--- config.mk ---
export PLATFORM = sky130hd
export DESIGN_NAME = fp_sqrt_iter_core
export DESIGN_NICKNAME = d
export VERILOG_FILES = /design/src/rtl/fp_sqrt_iter_core.sv
export SDC_FILE = /design/constraint.sdc
export NUM_CORES = 1
export LEC_CHECK = 0
export BUFFER_PORTS_ARGS = -buffer_cell sky130_fd_sc_hd__buf_2
export CELL_PAD_IN_SITES_DETAIL_PLACEMENT = 1
export CELL_PAD_IN_SITES_GLOBAL_PLACEMENT = 1
export CORE_UTILIZATION = 23
export DETAILED_ROUTE_END_ITERATION = 8
export PLACE_DENSITY_LB_ADDON = 0.1
export SLEW_MARGIN = 20
export SYNTH_ARGS = -nofsm -noshare
export SYNTH_HDL_FRONTEND = slang
export SYNTH_SLANG_ARGS = --single-unit
--- constraint.sdc ---
create_clock -name clk -period 2.7 [get_ports clk]
set_input_delay 0.54 -clock clk [delete_from_list [all_inputs] [get_ports clk]]
set_output_delay 0.54 -clock clk [all_outputs]
set_load 0.05 [all_outputs]
--- src/rtl/fp_sqrt_iter_core.sv ---
// Purpose : binary32 square root, restoring digit-by-digit, one root bit per clock.
// Latency : done_o 28 cycles after start acceptance (normal), 2 cycles (special operand).
// Backpres: start_i is only accepted in IDLE; requests in any other state are dropped.
module fp_sqrt_iter_core #(
  parameter int DATA_WIDTH = 32,
  parameter int EXP_BIAS   = 127,
  parameter int ROOT_BITS  = 25
) (
  input  logic                  clk,
  input  logic                  rst_n,
  input  logic                  start_i,
  input  logic [DATA_WIDTH-1:0] operand_i,
  output logic                  busy_o,
  output logic                  done_o,
  output logic [DATA_WIDTH-1:0] result_o,
  output logic                  invalid_o
);

  typedef enum logic [2:0] {
    S_IDLE,
    S_CHECK,
    S_ITER,
    S_ROUND,
    S_FINISH
  } state_t;

  localparam logic [4:0]  LAST_ITER = 5'(ROOT_BITS - 1);
  localparam logic [9:0]  BIAS10    = 10'(EXP_BIAS);
  localparam logic [31:0] QNAN      = 32'h7FC0_0000;
  localparam logic [31:0] POS_INF   = 32'h7F80_0000;

  state_t       state_q, state_d;
  logic [31:0]  op_q, op_d;
  logic [49:0]  rad_q, rad_d;
  logic [26:0]  rem_q, rem_d;
  logic [24:0]  root_q, root_d;
  logic [4:0]   cnt_q, cnt_d;
  logic [7:0]   exp_q, exp_d;
  logic [31:0]  stage_res_q, stage_res_d;
  logic         stage_inv_q, stage_inv_d;
  logic [31:0]  result_q, result_d;
  logic         invalid_q, invalid_d;
  logic         done_q, done_d;

  // operand field decode and special-case classification
  logic         op_sign;
  logic [7:0]   op_exp;
  logic [22:0]  op_frac;
  logic         is_special;
  logic [31:0]  special_res;
  logic         special_inv;
  logic signed [9:0] e_unb;
  logic signed [9:0] e_adj;
  logic signed [9:0] e_res;
  logic         e_odd;
  logic [23:0]  mant;

  // classify the captured operand and prepare the normal-path radicand and exponent
  always_comb begin
    op_sign     = op_q[31];
    op_exp      = op_q[30:23];
    op_frac     = op_q[22:0];
    is_special  = 1'b1;
    special_res = 32'h0;
    special_inv = 1'b0;
    if (op_exp == 8'h00) begin
      // zero and denormals (flushed) keep their sign
      special_res = {op_sign, 31'h0};
    end else if (op_exp == 8'hFF && op_frac != 23'h0) begin
      special_res = QNAN;
      special_inv = 1'b1;
    end else if (op_sign) begin
      special_res = QNAN;
      special_inv = 1'b1;
    end else if (op_exp == 8'hFF) begin
      special_res = POS_INF;
    end else begin
      is_special  = 1'b0;
    end
    mant  = {1'b1, op_frac};
    e_unb = $signed({2'b00, op_exp}) - $signed(BIAS10);
    e_odd = e_unb[0];
    e_adj = e_odd ? (e_unb - 10'sd1) : e_unb;
    e_res = (e_adj >>> 1) + $signed(BIAS10);
  end

  // one restoring-sqrt step and the final rounding, both working from registered state
  logic [26:0]  rem_shift;
  logic [27:0]  trial;
  logic         keep;
  logic [24:0]  sig_rnd;
  logic         rnd_carry;
  logic [22:0]  frac_rnd;
  logic [7:0]   exp_rnd;

  // datapath arithmetic for ITER and ROUND
  always_comb begin
    rem_shift = 27'({rem_q, rad_q[49:48]});
    trial     = {1'b0, rem_shift} - {1'b0, root_q, 2'b01};
    keep      = ~trial[27];
    sig_rnd   = {1'b0, root_q[24:1]} + {24'h0, root_q[0]};
    rnd_carry = sig_rnd[24];
    // a carry out means the significand became exactly 2.0: renormalise to 1.0
    frac_rnd  = rnd_carry ? 23'h0 : 23'(sig_rnd);
    exp_rnd   = exp_q + {7'h0, rnd_carry};
  end

  // next-state and register-update logic of the control FSM
  always_comb begin
    state_d     = state_q;
    op_d        = op_q;
    rad_d       = rad_q;
    rem_d       = rem_q;
    root_d      = root_q;
    cnt_d       = cnt_q;
    exp_d       = exp_q;
    stage_res_d = stage_res_q;
    stage_inv_d = stage_inv_q;
    result_d    = result_q;
    invalid_d   = invalid_q;
    done_d      = 1'b0;
    case (state_q)
      S_IDLE: begin
        if (start_i) begin
          op_d    = operand_i;
          state_d = S_CHECK;
        end
      end
      S_CHECK: begin
        if (is_special) begin
          stage_res_d = special_res;
          stage_inv_d = special_inv;
          state_d     = S_FINISH;
        end else begin
          // odd exponent: fold one factor of two into the radicand
          rad_d       = e_odd ? {mant, 26'h0} : {1'b0, mant, 25'h0};
          rem_d       = 27'h0;
          root_d      = 25'h0;
          cnt_d       = 5'h0;
          exp_d       = e_res[7:0];
          stage_inv_d = 1'b0;
          state_d     = S_ITER;
        end
      end
      S_ITER: begin
        rad_d  = {rad_q[47:0], 2'b00};
        rem_d  = keep ? 27'(trial) : rem_shift;
        root_d = {root_q[23:0], keep};
        cnt_d  = cnt_q + 5'd1;
        if (cnt_q == LAST_ITER) begin
          state_d = S_ROUND;
        end
      end
      S_ROUND: begin
        stage_res_d = {1'b0, exp_rnd, frac_rnd};
        state_d     = S_FINISH;
      end
      S_FINISH: begin
        result_d  = stage_res_q;
        invalid_d = stage_inv_q;
        done_d    = 1'b1;
        state_d   = S_IDLE;
      end
      default: begin
        state_d = S_IDLE;
      end
    endcase
  end

  // state register with synchronous active-low reset
  always_ff @(posedge clk) begin
    if (!rst_n) begin
      state_q     <= S_IDLE;
      op_q        <= 32'h0;
      rad_q       <= 50'h0;
      rem_q       <= 27'h0;
      root_q      <= 25'h0;
      cnt_q       <= 5'h0;
      exp_q       <= 8'h0;
      stage_res_q <= 32'h0;
      stage_inv_q <= 1'b0;
      result_q    <= 32'h0;
      invalid_q   <= 1'b0;
      done_q      <= 1'b0;
    end else begin
      state_q     <= state_d;
      op_q        <= op_d;
      rad_q       <= rad_d;
      rem_q       <= rem_d;
      root_q      <= root_d;
      cnt_q       <= cnt_d;
      exp_q       <= exp_d;
      stage_res_q <= stage_res_d;
      stage_inv_q <= stage_inv_d;
      result_q    <= result_d;
      invalid_q   <= invalid_d;
      done_q      <= done_d;
    end
  end

  assign busy_o    = (state_q != S_IDLE);
  assign done_o    = done_q;
  assign result_o  = result_q;
  assign invalid_o = invalid_q;

endmodule

==> summary.md, run 1 <==
| Metric | Value |
|---|---|
| Vias in the first global route | `8990` |
| Port bufs | `69` |
| Post-synth top flop | `dfxtp_1` |
| CP arrival | `3.05 ns` |
| Via count | `8725` |
| Distinct cells, synth | `61` |
| DRT antenna net count | `0` |
| Clk buf depth | `2` |
| Fin crit period | `2.644 ns` |
| Sequential fraction of the synthesis area | `0.3875` |
| CTS tree | `done` |
| Nets | `1397` |
| Most Crowded Layer GR | `met2` |
| Cells after synthesis | `1214` |
| Global-route wire length before repair | `48.97 mm` |
| Most frequent cells after synthesis | `264 x nand2_1, 190 x dfxtp_1, 118 x a21boi_0, 56 x nor2_1, 55 x clkbuf_1` |
| Setup WS pre-CTS | `-0.07989 ns` |
| Total track usage | `0.1420` |
| Cell Area, Synth | `~9800 um2` |
| Outcome | `finished, final reports clean` |
| Syn Area/Cell | `between 8 and 9 um2` |
| Worst Path Required | `between 3 and 4 ns` |
| Hold Violations, Final | `0` |
| CTS Hold Bufs | `0` |
| Initial Utilization | `0.2335` |
| DR WL/cell | `16.09 um` |
| F_max | `0.3782 GHz` |
| VDD IR max | `0.001398 V` |
| Hold_ws | `0.3212 ns` |
| # clock sinks | `190` |
| CTS HTree Levels | `4` |
| GRT met3 Usage | `0.03006` |
| Grt total ovfl | `0` |
| Syn. warnings | `0` |
| Synth top area share | `0.3875` |
| Total negative slack | `0 ns` |
| Die span in x | `208.6 um` |
| Min-Delay Path Depth | `3` |
| Max-cap violations | `0` |
| Worst R2R Path Depth | `11` |
| Hpwl dp | `21.21 mm` |
| Setup WS post-layout | `0.05588 ns` |
| Relative slew slack | `0.5344` |
| Number of flops mapped to enable cells by yosys | `0` |
| Top cells by area, synth | `dfxtp_1 39%, nand2_1 10%, a21boi_0 9.0%, ha_1 4.5%, xnor2_1 3.7%` |
| Placer Congestion | `a little under 0.8` |
| Met2 global-route usage | `0.2414` |
| Period utilisation layout | `0.9793` |
| Rows | `75` |
| Kind of critical path | `flip-flop to flip-flop` |
| WP depth | `11` |
| Buf/Inv on CP | `2` |
| Most frequent cell after synthesis | `nand2_1` |
| Crit-path cells | `ha_4, nand4_1, or4_4, a211oi_4, o31ai_2, buf_4, a21oi_4, buf_6, and3_4, mux2i_1, nand2_1` |
| Critical path's top delay family | `simple AND/OR/NAND/NOR gates` |
| Slowest stage cell, crit path | `or4_4` |
| Via/cell ratio | `4.643` |
| IO Count | `70` |
| Die area | `43510 um2` |
| Largest net degree at the start of global routing | `66` |
| TritonRoute pass-1 iters | `4` |
| Die height | `approximately 210 um` |
| Placed Area | `11260 um2` |
| Reg clk slew, reported paths | `0.07 ns` |
| Power Density | `1299 nW/um2` |
| Syn nets | `roughly 1.3k` |
| Worst-Margin Slew | `0.6938 ns` |
| Critical path fanouts, max | `5` |
| Startpoint Class | `flip-flop` |
| P_leak | `4.624 nW` |
| Final Slew Violations | `0` |
| Inserted Diodes | `0` |
| Filler Cell Count | `5023` |
| Synth area leader | `dfxtp_1` |
| Initial antenna violation count | `1` |
| Worst-Skew Late Latency | `0.46 ns` |
| RSZ-0062 raised after global routing | `yes` |
| Fin Clk Skew | `0.01073 ns` |
| Register bit total from synthesis | `190` |
| # DRC | `0` |
| Asr flop ratio synth | `0` |
| CTS root buf | `clkbuf_16` |
| GR Util met1 | `0.1833` |
| Largest stage delay, worst path | `0.58 ns` |
| CTS Buf Count | `17` |
| Finish-stage setup viols | `0` |
| Area Overhead vs Synth | `25.86%` |
| Share of cells above drive strength 1 | `0.2104` |
| Design Area, Final | `12360 um2` |
| Core area | `about 42000 um2` |
| Drt total wl | `slightly above 30 mm` |
| CP Capture Type | `flip-flop` |
| First DRT Iteration DRCs | `313` |
| Worst hold path class | `primary input to flip-flop` |
==> layout by cell type (no fill, tap or decap), types with 10 or more instances in the layout <==
| cell type | synthesis | routed |
|---|---|---|
| xnor2_1 | 42 | 42 |
| nor3_1 | 19 | 17 |
| xor2_1 | 14 | 14 |
| a21oi_1 | 43 | 40 |
| nor2_1 | 56 | 55 |
| nand2_1 | 264 | 259 |
| buf_2 | 14 | 69 |
| mux2i_1 | 28 | 28 |
| dfxtp_2 | 0 | 15 |
| dfxtp_1 | 190 | 175 |
| buf_4 | 0 | 91 |
| clkbuf_16 | 0 | 19 |
| o211ai_1 | 24 | 24 |
| nand4_1 | 13 | 13 |
| nand3_1 | 46 | 45 |
| ha_1 | 35 | 21 |
| ha_4 | 0 | 13 |
| a22oi_1 | 23 | 23 |
| nor2b_1 | 28 | 27 |
| o21ai_1 | 3 | 17 |
| inv_1 | 43 | 37 |
| a21o_1 | 11 | 10 |
| a21boi_0 | 118 | 117 |
| o21ai_0 | 35 | 20 |
==> metal layers <==
layer,vias up,part of all wire
met2,61,0.49
met4,2,0.0097
met1,4225,0.48
met3,21,0.022
li1,4416,-
met5,-,0.00026
==> flip-flops by register name (all words and copies together), names as in the netlist <==
signal and cells:
state_q 3, rem_q 25, exp_q 8, done_o 1
result_o 32, cnt_q 5, op_q 32, rad_q 25
stage_inv_q 1, stage_res_q 32, root_q 25, invalid_o 1
==> what timing repair did <==
item	in CTS	in global routing
endpoints found under the setup margin	5	33
setup buffers	4	5
gates resized for setup	4	91
pin swaps	4	26
gates cloned	0	4
==> cell families (layout without fill, tap and decap cells) <==
group                      count (synthesis)  count (layout)  share of synthesized area
AOI/OAI and AO/OA                        308             308                     0.2201
and+or+nand+nor                          477             477                     0.2207
adders and majority gates                 35              35                    0.04461
xor gates and xnor gates                  56              56                    0.04996
buffers and inverters                    120             246                    0.04856
DFF                                      190             190                     0.3875
muxes                                     28              28                    0.02855
==> power breakdown <==
group          total (mW)  switching [mW]  internal [mW]
clock network        2.72            1.23           1.49
registers            3.24           0.223           3.02
logic                10.1            5.09           5.00
total                16.0            6.54           9.51
==> worst min-delay path: stages <==
cell and delay [ns]:
buf_2 0.09, nand2_1 0.04, a21boi_0 0.06
==> stage by stage <==
step / power (mW) / cells / util
6_report: 16.05 / 1879 / 0.2939
4_1_cts: 13.84 / 1870 / 0.2830
3_3_place_gp: 10.94 / 1834 / 0.2677
3_5_place_dp: 10.96 / 1834 / 0.2677
5_1_grt: 17.22 / 1879 / 0.2939
2_1_floorplan: 8.372 / 1214 / -
==> cell type report <==
class                           instances  area, um2  area share
Clock buffer                           20      446.7     0.03615
Clock inverter                         12      157.7     0.01276
Inverter                               43      166.4     0.01347
Multi-Input combinational cell        904       5873      0.4753
Sequential cell                       190       3822      0.3094
Tap cell                              539      674.4     0.05458
Timing Repair Buffer                  171       1215     0.09833
==> worst paths after layout <==
kind / start / to / slack (ns)
worst min-delay path: operand_i[12] / op_q[12] / 0.32
worst max-delay path: rem_q[13] / rem_q[22] / 0.06
worst max register to register: rem_q[13] / rem_q[22] / 0.06
worst min register to register: result_o[10] / result_o[10] / 0.46
Note: power is estimated with default switching activity, not from simulation.
==> run 2: changes to the inputs <==
Settings changed: ABC_AREA from default to 1, SLEW_MARGIN 20 to default.
==> summary.md, run 2 <==
| Metric | Value |
|---|---|
| Share of cells above drive strength 1 | `0.1290 (-0.08143)` |
| Drt total wl | `35.11 mm (+16%)` |
| Rows | `78 (+4.0%)` |
| Leading cell type in the layout, fill and taps excluded | `nand2_1` |
| Reg2reg start | `root_q[0]` |
| Die span in x | `216.5 um (+3.8%)` |
| Finish-stage setup viols | `0 (unchanged)` |
| Core area | `45380 um2 (+7.9%)` |
| Compound-Gate Fraction of Synth Area | `0.1360 (-0.08413)` |
| # DRC | `0 (unchanged)` |
| Asr flop ratio synth | `0 (unchanged)` |
| Syn nets | `1738 (+35%)` |
| Final Core Density | `0.2835 (-0.01041)` |
| CTS HTree Levels | `4 (unchanged)` |
| Post-synth top flop | `dfxtp_1` |
| Hpwl dp | `25.44 mm (+20%)` |
| Kind of critical path | `flip-flop to flip-flop` |
| Multi-input combinational cell area | `5842 um2 (-0.53%)` |
| IO Count | `70 (unchanged)` |
| Vias in the first global route | `10.69k (+19%)` |
| Die area | `46870 um2 (+7.7%)` |
| Syn Area/Cell | `6.344 um2 (-22%)` |
| Cell Area, Synth | `10580 um2 (+7.8%)` |
| Crit path to | `stage_res_q[30]` |
| Seq. cell area | `3806 um2 (-0.43%)` |
| Inserted Diodes | `0 (unchanged)` |
| Placed Area | `11860 um2 (+5.3%)` |
| Via count | `10.59k (+21%)` |
| RSZ-0062 raised after global routing | `yes` |
| Critical path fanouts, max | `3 (-2)` |
| Die height | `216.5 um (+3.8%)` |
| Total track usage | `0.1555 (+0.01358)` |
| DR WL/cell | `14.78 um (-8.1%)` |
| Nets | `1834 (+31%)` |
| Worst-Margin Slew | `0.5493 ns (-0.1445 ns)` |
| CP Capture Type | `flip-flop` |
| Clk buf depth | `2 (unchanged)` |
| Worst Path Required | `3.11 ns (about the same)` |
| Startpoint Class | `flip-flop` |
| Most frequent cell after synthesis | `nand2_1` |
| Post-synthesis xor/xnor area fraction | `0.02152 (-0.02844)` |
| Distinct cells, synth | `38 (-38%)` |
| CTS Hold Bufs | `0 (unchanged)` |
| TritonRoute pass-1 iters | `4 (unchanged)` |
| Initial Utilization | `0.2332 (-0.0003440)` |
| Relative slew slack | `0.6314 (+0.09697)` |
| Largest net degree at the start of global routing | `103 (+56%)` |
| Via/cell ratio | `4.461 (-3.9%)` |
| Register bit total from synthesis | `190 (unchanged)` |
| Simple-gate share of the synthesized area | `0.3368 (+0.1160)` |
| Grt total ovfl | `0 (unchanged)` |
| Worst R2R Path Depth | `21 (+10)` |
| Sequential fraction of the synthesis area | `0.3595 (-0.02799)` |
| Cells after DPL | `2320 (+26%)` |
| Worst-Skew Late Latency | `0.48 ns (+0.02 ns)` |
| Cells after synthesis | `1668 (+37%)` |
| CTS tree | `done` |
| DRT antenna net count | `0 (unchanged)` |
| Fin crit period | `2.650 ns (+0.005615 ns)` |
| Met1 WL | `17.07 mm (+17%)` |
| Reg clk slew, reported paths | `0.07 ns (about the same)` |
| Most frequent cells in the layout | `494 x nand2_1, 196 x inv_1, 188 x dfxtp_1` |
| Port bufs | `69 (unchanged)` |
| Final std cells w/o fill | `2375 (+26%)` |
| CP Launch Point | `root_q[0]` |
| Design Area, Final | `12860 um2 (+4.1%)` |
| CTS Buf Count | `17 (unchanged)` |
| Final Slew Violations | `0 (unchanged)` |
| Hold Violations, Final | `0 (unchanged)` |
| Post-synthesis mux area share | `0 (-0.02855)` |
| Outcome | `finished, final reports clean` |
| Filler Cell Count | `5739 (+14%)` |
| Top cells by area, synth | `dfxtp_1 36%, nand2_1 18%, inv_1 7.0%, a21oi_1 6.9%, nor2_1 6.4%` |
| Period utilisation layout | `0.9814 (+0.002080)` |
| Global-route wire length before repair | `57.55 mm (+18%)` |
| Placer Congestion | `0.7932 (+3.0%)` |
| Max-cap violations | `0 (unchanged)` |
| Reg2reg end | `stage_res_q[30]` |
| Adder-cell share of the synthesized area | `0.04139 (-0.003223)` |
| Synth area leader | `dfxtp_1` |
| Area Overhead vs Synth | `21.58%` |
| Met2 wire length | `16.51 mm (+12%)` |
| R2R Setup Slk | `0.05 ns (about the same)` |
| Number of flops mapped to enable cells by yosys | `0 (unchanged)` |
| F_max | `0.3774 GHz (-0.21%)` |
| CP arrival | `3.06 ns (about the same)` |
| Top Metal Used | `met4` |
| First DRT Iteration DRCs | `373 (+19%)` |
| Largest family of logic cells by synthesized area | `simple AND/OR/NAND/NOR gates` |
| Syn. warnings | `0 (unchanged)` |
| Fin Clk Skew | `0.01170 ns (+0.0009741 ns)` |
| CTS root buf | `clkbuf_16` |
| Synth top area share | `0.3595 (-0.02799)` |
| # clock sinks | `190 (unchanged)` |
| Initial antenna violation count | `0 (-1)` |
| Met3 wire len | `959 um (+47%)` |
| Worst hold path class | `primary input to flip-flop` |
| Most frequent cells after synthesis | `500 x nand2_1, 198 x inv_1, 190 x dfxtp_1, 180 x nor2_1, 145 x a21oi_1` |
-- run 2: cell types whose count changed in the layout (fill, tap and decap cells not counted), moves of 27 or more --
cell and change:
nor2_1 +121, a21oi_1 +103, xnor2_1 -34, a21boi_0 -116, nand3_1 +41, nand2_1 +235
mux2i_1 -28, nor2b_1 -27, o21ai_0 +108, inv_1 +159
-- run 2: cell type report --
class,count,area share
Inverter,206,0.06069
Clock buffer,21,0.03579
Tap cell,600,0.05835
Clock inverter,9,0.01410
Timing Repair Buffer,150,0.08111
Multi-Input combinational cell,1199,0.4541
Sequential cell,190,0.2959
-- run 2: cells by family (layout without fill, tap and decap cells) --
group	after synthesis	after routing
buf+inv	279	386
flops	190	190
xor+xnor	26	26
fa+ha+maj	35	35
simple gates	855	855
compound gates	283	283
-- run 2: worst min path at each step --
stage             startpoint         end  cells after the start
2_1_floorplan     root_q[24]  root_q[24]                      2
3_3_place_gp      root_q[24]  root_q[24]                      2
3_5_place_dp      root_q[24]  root_q[24]                      2
4_1_cts         operand_i[6]     op_q[6]                      3
5_1_grt        operand_i[11]    op_q[11]                      3
6_report       operand_i[29]    op_q[29]                      3
-- run 2: what timing repair did --
action                                  in CTS  in global routing
endpoints found under the setup margin       5                 12
buffers inserted                            21                  5
pin swaps                                   14                 10
gates resized for setup                     24                 21
-- run 2: critical path, stage by stage (launching register included) --
cell     delay, ns
dfxtp_2       0.36
ha_4          0.15
ha_4          0.15
nand2_4       0.05
inv_4         0.06
nand2_4       0.06
inv_4         0.07
nand2_4       0.05
nor2_4        0.10
nand2_2       0.08
nor4_2        0.16
nand4_1       0.11
nor2_1        0.13
buf_4         0.15
ha_4          0.15
buf_6         0.10
nand3_4       0.08
nor2_4        0.11
nand3_2       0.10
xnor2_2       0.16
nand2_1       0.08
a21oi_2       0.12
-- run 2: metal layers --
layer,track usage,up-vias
met5,0,-
met4,0.04836,0
met3,0.03018,33
met2,0.2581,105
met1,0.2020,4966
li1,-,5490
-- run 2: metrics by stage --
step	setup WS, ns	TNS, ns	hold WS [ns]
after detailed placement	-0.2067	-0.6712	0.4534
after floorplan	0.1278	0	0.4392
after CTS	-0.03703	-0.04171	0.2966
after global placement	-0.07933	-0.2431	0.4508
after global routing	-0.1211	-0.2989	0.3331
final	0.05026	0	0.3403
Power of run 2 is not shown: default switching activity piles up to over one toggle a cycle in this logic, so the estimate is an artifact.
